## config.mk

```make
export PLATFORM = sky130hd
export DESIGN_NAME = car_controller_flat
export DESIGN_NICKNAME = d
export VERILOG_FILES = /design/src/rtl/car_controller_if.sv /design/src/rtl/car_controller.sv /design/src/flat_wrapper.sv
export SDC_FILE = /design/constraint.sdc
export NUM_CORES = 1
export LEC_CHECK = 0
export CORE_MARGIN = 4
export CORE_UTILIZATION = 35
export CTS_BUF_LIST = sky130_fd_sc_hd__clkbuf_4
export DETAILED_ROUTE_END_ITERATION = 10
export GPL_TIMING_DRIVEN = 0
export PLACE_DENSITY_LB_ADDON = 0.2
export SETUP_SLACK_MARGIN = 0.4
export SYNTH_ARGS = -nofsm -noshare
export SYNTH_HDL_FRONTEND = slang
export SYNTH_SLANG_ARGS = --single-unit
```

## constraint.sdc

```tcl
create_clock -name clk -period 2.17 [get_ports clk]
set_input_delay 0.3255 -clock clk [delete_from_list [all_inputs] [get_ports clk]]
set_output_delay 0.3255 -clock clk [all_outputs]
set_load 0.02 [all_outputs]
```

## src/rtl/car_controller_if.sv

```systemverilog
// Handshake bundle between the car controller and its datapath: event pulses
// and status flags in, per-state control strobes and debug state out.
interface car_controller_if;
    logic       start;
    logic       frame_tick;
    logic       destroyed;
    logic       initial_delay_done;
    logic       draw_done;
    logic       erase_done;
    logic       game_over;

    logic       wait_start;
    logic       delay;
    logic       draw_car;
    logic       draw_wait;
    logic       erase_car;
    logic       increment;
    logic       destroyed_state;
    logic       car_active;
    logic [2:0] state;

    // The controller is the slave: it consumes events and flags and drives strobes.
    modport slave (
        input  start, frame_tick, destroyed, initial_delay_done, draw_done, erase_done, game_over,
        output wait_start, delay, draw_car, draw_wait, erase_car, increment, destroyed_state,
        output car_active, state
    );

    modport master (
        output start, frame_tick, destroyed, initial_delay_done, draw_done, erase_done, game_over,
        input  wait_start, delay, draw_car, draw_wait, erase_car, increment, destroyed_state,
        input  car_active, state
    );
endinterface

```

## src/rtl/car_controller.sv

```systemverilog
// Moore FSM sequencing one car through delay, draw/wait/erase/step cycles,
// with deferred kill handling so a sprite is never left half drawn.
module car_controller #(
    parameter int unsigned MOVE_FRAMES = 1
) (
    input  logic              clk,
    input  logic              resetn,
    car_controller_if.slave   bus
);
    typedef enum logic [2:0] {
        S_WAIT_START = 3'd0,
        S_DELAY      = 3'd1,
        S_DRAW       = 3'd2,
        S_DRAW_WAIT  = 3'd3,
        S_ERASE      = 3'd4,
        S_INCREMENT  = 3'd5,
        S_DESTROYED  = 3'd6,
        S_GAME_OVER  = 3'd7
    } state_t;

    state_t     state;
    state_t     next_state;
    logic [7:0] frame_cnt;
    logic [8:0] frame_cnt_next;
    logic       move_due;
    logic       pending_kill;
    logic       kill_window;

    // The move is due on the edge where the tick takes the counter to MOVE_FRAMES.
    assign frame_cnt_next = {1'b0, frame_cnt} + {8'd0, bus.frame_tick};
    assign move_due       = (frame_cnt_next == 9'(MOVE_FRAMES));
    assign kill_window    = (state == S_DRAW) || (state == S_DRAW_WAIT) ||
                            (state == S_ERASE) || (state == S_INCREMENT);

    always_comb begin
        // NOTE: next_state gets a default before the case so no path leaves it unassigned (no latch).
        next_state = state;
        unique case (state)
            S_WAIT_START: if (bus.start) next_state = S_DELAY;
            S_DELAY: begin
                if (bus.destroyed)               next_state = S_DESTROYED;
                else if (bus.initial_delay_done) next_state = S_DRAW;
            end
            S_DRAW:       if (bus.draw_done) next_state = S_DRAW_WAIT;
            S_DRAW_WAIT: begin
                if (bus.game_over)      next_state = S_GAME_OVER;
                else if (pending_kill)  next_state = S_ERASE;
                else if (move_due)      next_state = S_ERASE;
            end
            S_ERASE: begin
                if (bus.erase_done) next_state = pending_kill ? S_DESTROYED : S_INCREMENT;
            end
            S_INCREMENT:  next_state = S_DRAW;
            S_DESTROYED,
            S_GAME_OVER:  if (bus.start) next_state = S_WAIT_START;
            default:      next_state = S_WAIT_START;
        endcase
    end

    // NOTE: sequential state uses non-blocking assignments so every register samples pre-edge values.
    always_ff @(posedge clk) begin
        if (!resetn) begin
            state        <= S_WAIT_START;
            frame_cnt    <= 8'd0;
            pending_kill <= 1'b0;
        end else begin
            state <= next_state;

            if ((next_state == S_DRAW_WAIT) && (state != S_DRAW_WAIT))
                frame_cnt <= 8'd0;
            else if ((state == S_DRAW_WAIT) && bus.frame_tick)
                frame_cnt <= frame_cnt_next[7:0];

            // A kill is remembered until the car is gone or the game re-arms.
            if ((next_state == S_DESTROYED) || (next_state == S_WAIT_START))
                pending_kill <= 1'b0;
            else if (bus.destroyed && kill_window)
                pending_kill <= 1'b1;
        end
    end

    assign bus.wait_start      = (state == S_WAIT_START);
    assign bus.delay           = (state == S_DELAY);
    assign bus.draw_car        = (state == S_DRAW);
    assign bus.draw_wait       = (state == S_DRAW_WAIT);
    assign bus.erase_car       = (state == S_ERASE);
    assign bus.increment       = (state == S_INCREMENT);
    assign bus.destroyed_state = (state == S_DESTROYED);
    assign bus.car_active      = (state == S_DELAY) || kill_window;
    assign bus.state           = state;
endmodule

```

## src/flat_wrapper.sv

```systemverilog
// flat-port wrapper written by rule: the top's interface ports become plain ports
module car_controller_flat 
#(
    parameter int unsigned MOVE_FRAMES = 1
)
  (clk, resetn, bus_start, bus_frame_tick, bus_destroyed, bus_initial_delay_done, bus_draw_done, bus_erase_done, bus_game_over, bus_wait_start, bus_delay, bus_draw_car, bus_draw_wait, bus_erase_car, bus_increment, bus_destroyed_state, bus_car_active, bus_state);
  car_controller_if bus_i ();
  input  logic clk;
  input  logic resetn;
  input wire logic [$bits(bus_i.start)-1:0] bus_start;
  input wire logic [$bits(bus_i.frame_tick)-1:0] bus_frame_tick;
  input wire logic [$bits(bus_i.destroyed)-1:0] bus_destroyed;
  input wire logic [$bits(bus_i.initial_delay_done)-1:0] bus_initial_delay_done;
  input wire logic [$bits(bus_i.draw_done)-1:0] bus_draw_done;
  input wire logic [$bits(bus_i.erase_done)-1:0] bus_erase_done;
  input wire logic [$bits(bus_i.game_over)-1:0] bus_game_over;
  output wire logic [$bits(bus_i.wait_start)-1:0] bus_wait_start;
  output wire logic [$bits(bus_i.delay)-1:0] bus_delay;
  output wire logic [$bits(bus_i.draw_car)-1:0] bus_draw_car;
  output wire logic [$bits(bus_i.draw_wait)-1:0] bus_draw_wait;
  output wire logic [$bits(bus_i.erase_car)-1:0] bus_erase_car;
  output wire logic [$bits(bus_i.increment)-1:0] bus_increment;
  output wire logic [$bits(bus_i.destroyed_state)-1:0] bus_destroyed_state;
  output wire logic [$bits(bus_i.car_active)-1:0] bus_car_active;
  output wire logic [$bits(bus_i.state)-1:0] bus_state;
  assign bus_i.start = bus_start;
  assign bus_i.frame_tick = bus_frame_tick;
  assign bus_i.destroyed = bus_destroyed;
  assign bus_i.initial_delay_done = bus_initial_delay_done;
  assign bus_i.draw_done = bus_draw_done;
  assign bus_i.erase_done = bus_erase_done;
  assign bus_i.game_over = bus_game_over;
  assign bus_wait_start = bus_i.wait_start;
  assign bus_delay = bus_i.delay;
  assign bus_draw_car = bus_i.draw_car;
  assign bus_draw_wait = bus_i.draw_wait;
  assign bus_erase_car = bus_i.erase_car;
  assign bus_increment = bus_i.increment;
  assign bus_destroyed_state = bus_i.destroyed_state;
  assign bus_car_active = bus_i.car_active;
  assign bus_state = bus_i.state;
  car_controller #(.MOVE_FRAMES(MOVE_FRAMES)) u_core (.clk(clk), .resetn(resetn), .bus(bus_i));
endmodule
```

# After elaboration in Yosys (flattened, before gate mapping)

Cells that the tools add are included.

Output and inout bits: 11
Bits of input ports: 9
Bits in registers: 12
Word-level logic and storage cells: 40

Reductions and logical operators: 13
Bitwise operators: 1
Muxes and demuxes: 11
Eq/ne operators: 11
Add/sub/neg operators: 1

Operators by type and width:

| kind               | number |
|---|---|
| $mux 3             | 9 |
| $pmux 3 s7         | 1 |
| $eq 3x3->1 const B | 5 |
| $add 8x1->9        | 1 |
| $eq 3x2->1 const B | 3 |
| $eq 9x1->1 const B | 1 |
| $logic_not 3->1    | 2 |
| $reduce_or 2->1    | 3 |
| $logic_or 1x1->1   | 5 |
| $eq 3x1->1 const B | 1 |
| $logic_and 1x1->1  | 3 |
| $ne 3x2->1 const B | 1 |
| $mux 2             | 1 |
| $not 1->1          | 1 |

# Logic depth before layout (Yosys ltp)

Word-level depth: 9
Mapped depth: 8
Gate-level depth less buffers: 8

# Worst setup path after synthesis

No wires, ideal clock.

Kind: input to register
From: in bus_frame_tick
To: reg u_core.pending_kill
Path slack: 259 ps
Cell stages on the path: 8
Arrival time: 1823 ps
Path buffers: 0
Data required time: 2082 ps
Cell sequence: ha_1 > ha_1 > nand3b_1 > nor4_2 > o22ai_2 > a21oi_2 > mux2i_1 > a311oi_2

Longest elaborated chain between the ends: 9
Elaborated cells between the ends (all ways): 10
Classes of those cells: add/sub (1); eq/ne (2); mux (4); reduce/logical (3)

RTL lines:

| element                                       | line                 | RTL |
|---|---|---|
| start: declaration                            | flat_wrapper.sv:11   | `input wire logic [$bits(bus_i.frame_tick)-1:0] bus_frame_tick;` |
| $add 8x1->9 *                                 | car_controller.sv:30 | `assign frame_cnt_next = {1'b0, frame_cnt} + {8'd0, bus.frame_tick};` |
| via u_core.frame_cnt_next[1]                  | car_controller.sv:24 | `logic [8:0] frame_cnt_next;` |
| $eq 9x1->1 *                                  | car_controller.sv:31 | `assign move_due = (frame_cnt_next == 9'(MOVE_FRAMES));` |
| $mux 3 *                                      | car_controller.sv:48 | `else if (move_due) next_state = S_ERASE;` |
| $mux 3 *                                      | car_controller.sv:47 | `else if (pending_kill) next_state = S_ERASE;` |
| $mux 3 *                                      | car_controller.sv:46 | `if (bus.game_over) next_state = S_GAME_OVER;` |
| $pmux 3 s7 *                                  | car_controller.sv:38 | `unique case (state)` |
| $eq 3x3->1 or $logic_not 3->1 (tied branches) | car_controller.sv:75 | `if ((next_state == S_DESTROYED) \|\| (next_state == S_WAIT_START))` |
| $logic_or 1x1->1 *                            | car_controller.sv:75 |  |
| $reduce_or 2->1 (no line) *                   | -                    |  |
| end signal: assignment                        | car_controller.sv:65 | `pending_kill <= 1'b0;` |
| end signal: assignment                        | car_controller.sv:76 | `pending_kill <= 1'b0;` |
| end signal: assignment                        | car_controller.sv:78 | `pending_kill <= 1'b1;` |
| end: declaration                              | car_controller.sv:26 | `logic pending_kill;` |

Mark *: on every way through the listed nets, which the timed path passes. The rest lies on a longest branch.
A chain may end at the register's enable or synchronous reset.

# Worst setup path in the final report

From: reg u_core.frame_cnt[0]
To: reg u_core.pending_kill

Longest elaborated chain between the ends: 9
Elaborated cells between the ends (all ways): 10
Classes of those cells: add/sub (1); eq/ne (2); mux (4); reduce/logical (3)

RTL lines:

| element                                       | line                 | RTL |
|---|---|---|
| start: declaration                            | car_controller.sv:23 | `logic [7:0] frame_cnt;` |
| start signal: assignment                      | car_controller.sv:72 | `frame_cnt <= frame_cnt_next[7:0];` |
| $add 8x1->9 *                                 | car_controller.sv:30 |  |
| via u_core.frame_cnt_next[1]                  | car_controller.sv:24 |  |
| $eq 9x1->1 *                                  | car_controller.sv:31 |  |
| $mux 3 *                                      | car_controller.sv:48 |  |
| $mux 3 *                                      | car_controller.sv:47 |  |
| $mux 3 *                                      | car_controller.sv:46 |  |
| $pmux 3 s7 *                                  | car_controller.sv:38 |  |
| $eq 3x3->1 or $logic_not 3->1 (tied branches) | car_controller.sv:75 |  |
| $logic_or 1x1->1 *                            | car_controller.sv:75 |  |
| $reduce_or 2->1 (no line) *                   | -                    |  |

Marked as above.

==> run metrics <==
sequential area share after synthesis=0.266; CTS tree=yes; cell row count=18; Placed Cells=about 160; initial antenna violation count=0; Sink Count=12; hold buffers post-CTS=0; critical path type=reg2reg; pin count of the biggest net entering global routing=11; Period minus WS final=~1.9 ns; share of cells above drive strength 1=0.266; final hold violations=0; CTS Buf Count=3; Syn. warnings=0; count of input and output buffers=19; area leader, netlist=dfxtp_1; post-synth top area share=0.266; status=finished clean; reg-to-reg slack, setup=~0.28 ns; Critical Path Fanout Max=3; Post-Syn Area per Cell=about 8 µm²; post-detail-place hpwl=~1700 µm; CP endpoint kind=register; setup_tns=0 ns; critical path launch point=u_core.frame_cnt[0]$_SDFFE_PP0P_; clock skew=~0.01 ns; die height=58.8 µm; Ports=20; cell area after placement=approximately 0.0012 mm²; VDD IR max=between 400 and 500 µV; die area=roughly 0.0035 mm²; Die W=slightly below 60 µm; CP startpoint kind=register; most common cell after layout, fill and taps aside=nor2_1; Final Routed Wirelength=2190 µm; GRT Total Usage=0.142; leakage power=0.461 nW; nets=roughly 150; worst min path class=in2reg; Async SR Flop Fraction=0; global-route wire length before repair=3770 µm; flops & latches, synth=12; H-tree Lvls=1; Antenna Violating Nets Remaining=0; Final setup viols=0; Cell variety after synth=between 40 and 50; synthesis-to-finish area growth=35.1%; worst flop-to-flop path startpoint=u_core.frame_cnt[0]$_SDFFE_PP0P_; EDFF count, synth=0; Synth Cell Area=902 µm²; Total Power=0.838 mW; First-pass DRT Iterations=4; FMAX=approximately 530 MHz; slew margin rel.=0.604; RSZ-0062 raised after global routing=yes; clk_lat worst skew=between 0.2 and 0.3 ns; DRT iter0 DRCs=15; Worst EP required=approximately 2.4 ns; CP Capture Point=u_core.pending_kill$_SDFFE_PP0P_; Primary FF master, synth=dfxtp_1; Slew @ Worst Pin=0.589 ns; n_diodes=0; data arrival time of the worst path=around 2.1 ns; PwrDens=~690 mW/mm²; most frequent cells in the layout=nor2_1 (12), clkdlybuf4s50_1 (10), nand2_1 (8), dfxtp_1 (8), xor2_1 (7); CTS max path bufs=2; reg2reg path depth=8; vias per cell=about 5.2; vias in the first global route=863; Placer Congestion=0.804; Cell Count, Final, Fillers Out=between 150 and 200; clock-pin slew on the worst setup and hold paths=roughly 0.08 ns; root buf cell=clkbuf_4; synth top area cells=dfxtp_1 (27%), xor2_1 (6.8%), nor2_1 (5.0%); initial core utilization=0.364; grt total ovfl=0; cell count after synthesis=approximately 110; Core Util, Final=0.492; max-slew violations=0; total number of vias=880; max_cap viols=0; crit share post-route=0.871; drt wl/cell=roughly 13 µm; FF-to-FF End=u_core.pending_kill$_SDFFE_PP0P_; Final Cell Area=between 0.001 and 0.0015 mm²; Residual DRC=0; Core Region=roughly 0.0025 mm²; Net Count, Synth=around 120
[power by group]
group          internal, mW  switching [mW]
sequential            0.240          0.0236
clock                0.0666          0.0793
combinational         0.200           0.229
total                 0.507           0.331
[cell usage after synthesis (all sizes together) (2+ instances only)]
master and number:
ha 2, nor3b 3, nand2b 2, nand3 5, nor4b 2, nand2 9
and3 2, a21oi 9, or3 3, dfxtp 12, xor2 7, nor2b 2
nand3b 3, nand4 6, mux2i 2, buf 5, o21ai 7, inv 5
nor2 12
[metrics by stage]
| step | setup WS, ns | hold WS (ns) |
|---|---|---|
| 5_1_grt | 0.181 | 0.470 |
| 6_report | 0.280 | 0.464 |
| 3_3_place_gp | -0.314 | 0.470 |
| 2_1_floorplan | 0.396 | 0.447 |
| 3_5_place_dp | -0.360 | 0.470 |
| 4_1_cts | 0.226 | 0.457 |
[worst max-delay path, stage by stage, from the launching register on]
cell and delay [ns]:
dfxtp_2 0.34, ha_4 0.16, ha_4 0.22, nand3b_1 0.16, nor4_2 0.30, o22ai_2 0.14
a21oi_2 0.17, mux2i_1 0.11, a311oi_2 0.19
[worst min path at each step]
stage / startpoint / to / slack (ns) / cells past startpoint
after floorplan: resetn / u_core.bus.state[2]$_SDFF_PN0_ / 0.45 / 1
after global placement: u_core.frame_cnt[0]$_SDFFE_PP0P_ / u_core.frame_cnt[0]$_SDFFE_PP0P_ / 0.47 / 2
after detailed placement: u_core.frame_cnt[0]$_SDFFE_PP0P_ / u_core.frame_cnt[0]$_SDFFE_PP0P_ / 0.47 / 2
after CTS: bus_frame_tick / u_core.frame_cnt[0]$_SDFFE_PP0P_ / 0.46 / 3
after global routing: bus_frame_tick / u_core.frame_cnt[0]$_SDFFE_PP0P_ / 0.47 / 3
final: bus_frame_tick / u_core.frame_cnt[0]$_SDFFE_PP0P_ / 0.46 / 3
[flip-flops by register name, indices dropped and copies added, names as in the netlist]
signal               cells
u_core.bus.state         3
u_core.frame_cnt         8
u_core.pending_kill      1
[logic make-up (layout without fill, tap and decap cells)]
group	count (synthesis)	in the layout	synth area share
simple gates	56	56	0.372
compound gates	24	24	0.190
flops	12	12	0.266
buf+inv	10	36	0.0541
xor+xnor	7	7	0.0680
fa+ha+maj	2	2	0.0277
mux	2	2	0.0222
[cell type report]
class,instances,area (µm²)
flip-flops and latches,12,248
fillers,254,1260
inverters,5,18.8
repair buffers,22,191
clock buffers,3,22.5
multi-input cells,91,653
well taps,30,37.5
plain buffers,5,43.8
clock inverters,1,3.75
[per-layer routing]
metal,vias to the layer above,global-route usage,routed length (µm)
met5,-,0,0
met4,0,0.0485,16
met3,4,0.0570,104
met2,19,0.222,1070
met1,394,0.175,998
li1,463,-,-
[timing repair]
action                                 CTS  global route
gates cloned                             0             0
gates resized for setup                 30             9
setup endpoints to repair               12             9
setup buffers                            1             2
pin swaps                                5             5
endpoints found under the hold margin    0             0
Power figures use the tool's default switching activity.
==> RTL change (config.mk and constraints unchanged) <==
Reset style: asynchronous (`resetn`), changed in one clocked block.
--- a/src/rtl/car_controller.sv
+++ b/src/rtl/car_controller.sv
@@ -58,7 +58,7 @@
     end
 
     // NOTE: sequential state uses non-blocking assignments so every register samples pre-edge values.
-    always_ff @(posedge clk) begin
+    always_ff @(posedge clk or negedge resetn) begin
         if (!resetn) begin
             state        <= S_WAIT_START;
             frame_cnt    <= 8'd0;
Function: differs if resetn is asserted again (counterexample within 4 cycles, from zero or initial values and one cycle with resetn low); with resetn held inactive, the same outputs for 10 cycles.
==> RTL change against the unedited design <==
- wire length about the same
- sequential share of layout area rose by 4.5 points
- via count fell by 1.1%
- global-route usage grew 0.12 points
- area after synthesis decreased by 1.8%
- largest cell class unchanged
- sequential cell count did not move
- final area up 0.92%
- worst setup slack improved by 0.12 ns
- count of clock-buffer cells in the layout unchanged
Power is not compared: it rests on default switching activity, and its combinational part moved more than twofold at a synthesized area within 25%.
==> RTL change: results (changes against the unedited design) <==
** Power and ir drop
- Leakage power figure :: 0.532 nW

** Cells and area
- The number of nets in the layout is 147 (-2.6%).
- The count of antenna diodes in the layout came to 0 (unchanged).
- Share of layout cells above drive strength 1 :: 23.9% (-2.7 points)

** Route
- The DRC violation total after the first TritonRoute iteration was 18 (+3).
- Routed via count :: 870 (-1.1%)
- The wire length reported by the detailed router is 2190 um (about the same).

** Placed design
- Placed inst area :: 0.00112 mm^2 (-3.9%)
- The placer's final routability congestion estimate came to 0.778 (-3.2%).
- HPWL Detailed :: 1560 um (-7.2%)

** Hold path
- The worst hold path belongs to the class in -> async.

** Logic synthesis
- The share of flip-flops with an asynchronous set or reset after synthesis is 100% (+100 points).
- For this run, the leading register cell type out of synthesis is sky130_fd_sc_hd__dfrtp_1.
- Synth Net Count :: 118 (-4.8%)
- In the post-synthesis netlist, the biggest area contributors are sky130_fd_sc_hd__dfrtp_1 (34%), sky130_fd_sc_hd__a21oi_1 (6.2%), sky130_fd_sc_hd__nor2_1 (5.9%).
- The distinct cell type count after synthesis is 32 (-22%).
- The post-synthesis adder-cell area fraction was 2.82% (+0.051 points).
- The XOR/XNOR share of the synthesized area was 7.91% (+1.1 points).
- Ranking of synthesized cells by instance count :: sky130_fd_sc_hd__nor2_1 (14), sky130_fd_sc_hd__dfrtp_1 (12), sky130_fd_sc_hd__a21oi_1 (11), sky130_fd_sc_hd__nand2_1 (7)
- The portion of the post-synthesis area used by sequential elements is 33.9% (+7.3 points).
- Synth Area in Compound Gates :: 17.9% (-1.1 points)
- Multiplexer fraction of the synthesized cell area :: 3.53% (+1.3 points)

** Clocking
- Skew-Pair Late Insertion Delay :: 0.27 ns
- Clock Tree Root :: sky130_fd_sc_hd__clkbuf_4
- The number of buffers created by CTS is 3 (unchanged).
- Buffers inserted during post-CTS setup optimization :: 1 (unchanged)
- The count of cells resized by post-cts repair was 34 (+13%).

** Global routing
- Number of global-route vias before repair :: 808 (-6.4%)
- Total routing usage reported by global routing :: 14.3% (+0.12 points)
- The largest net degree at the start of global routing is 13 (+2).
- The initial antenna violation count was 0 (unchanged).
- Wire length of the first global-routing pass :: 3820 um (+1.3%)

** Critical path
- Among cell families on the critical path, the largest total delay comes from buffers and inverters.
- Worst setup path startpoint :: u_core.bus.state[1]
- The biggest fanout along the worst timing path is 10 (+7).
- For this design, the slowest cell found on the critical path is sky130_fd_sc_hd__dfrtp_2.
- The startpoint identified for the worst register-to-register timing path is u_core.frame_cnt[0].
- Kind of capture point of the worst setup path :: primary output
- The data arrival at the endpoint of the critical path is 1.44 ns (-0.64 ns).
- The maximum single-stage delay on the critical path came to 0.42 ns (+0.08 ns).

** Status
- The flow ran to the end, and the final reports show no timing, DRC or antenna violations.

** STA
- The clock tree skew after final layout is 0.00193 ns (-0.00838 ns).
- The final number of hold-violating endpoints came to 0 (unchanged).
- The measured slew at the worst slew-check pin came to 0.546 ns (-0.0431 ns).
RTL change: changes by cell type after synthesis, moves of 5 or more:
| cell | before | now |
|---|---|---|
| sky130_fd_sc_hd__dfrtp_1 | 0 | 12 |
| sky130_fd_sc_hd__dfxtp_1 | 12 | 0 |
| sky130_fd_sc_hd__nor3_1 | 1 | 6 |
| sky130_fd_sc_hd__xnor2_1 | 0 | 5 |
RTL change: layer usage:
layer	up-vias	track usage, %	wire, um
met5	-	0	0
met4	0	3.31	36
met3	6	4.82	101
met2	19	24.6	1070
met1	409	17.1	980
li1	436	-	-
RTL change: per-stage QoR:
stage               setup slack, ns  total power [mW]  setup TNS, ns  instances  utilization (%)
detailed placement           -0.274              1.21         -0.806        154             48.4
global route                  0.342              1.54              0        162             53.0
finish                        0.402              1.42              0        162             53.0
global placement             -0.232              1.21         -0.678        154             48.4
floorplan                     0.448             0.909              0        107                -
CTS                           0.325              1.35              0        158             51.5
RTL change: power breakdown:
group	internal (mW)	total, mW	switching (mW)
registers	0.285	0.354	0.0688
clock network	0.0643	0.137	0.0722
logic	0.425	0.927	0.502
RTL change: layout make-up:
| cell class | instances | area (um^2) |
|---|---|---|
| Buffer | 6 | 38.8 |
| Clock buffer | 3 | 22.5 |
| Fill cell | 231 | 1090 |
| Inverter | 3 | 11.3 |
| Multi-Input combinational cell | 86 | 602 |
| Sequential cell | 12 | 305 |
| Tap cell | 28 | 35.0 |
| Timing Repair Buffer | 24 | 215 |
RTL change: final timing paths:
check	end	slack (ns)	cells past startpoint
setup / recovery	bus_car_active	0.40	4
hold / removal	u_core.frame_cnt[4]	0.40	1
setup reg to reg	u_core.bus.state[0]	0.42	6
hold reg to reg	u_core.frame_cnt[0]	0.55	2
max in group asynchronous	u_core.bus.state[2]	1.37	1
min in group clk	u_core.frame_cnt[1]	0.51	3
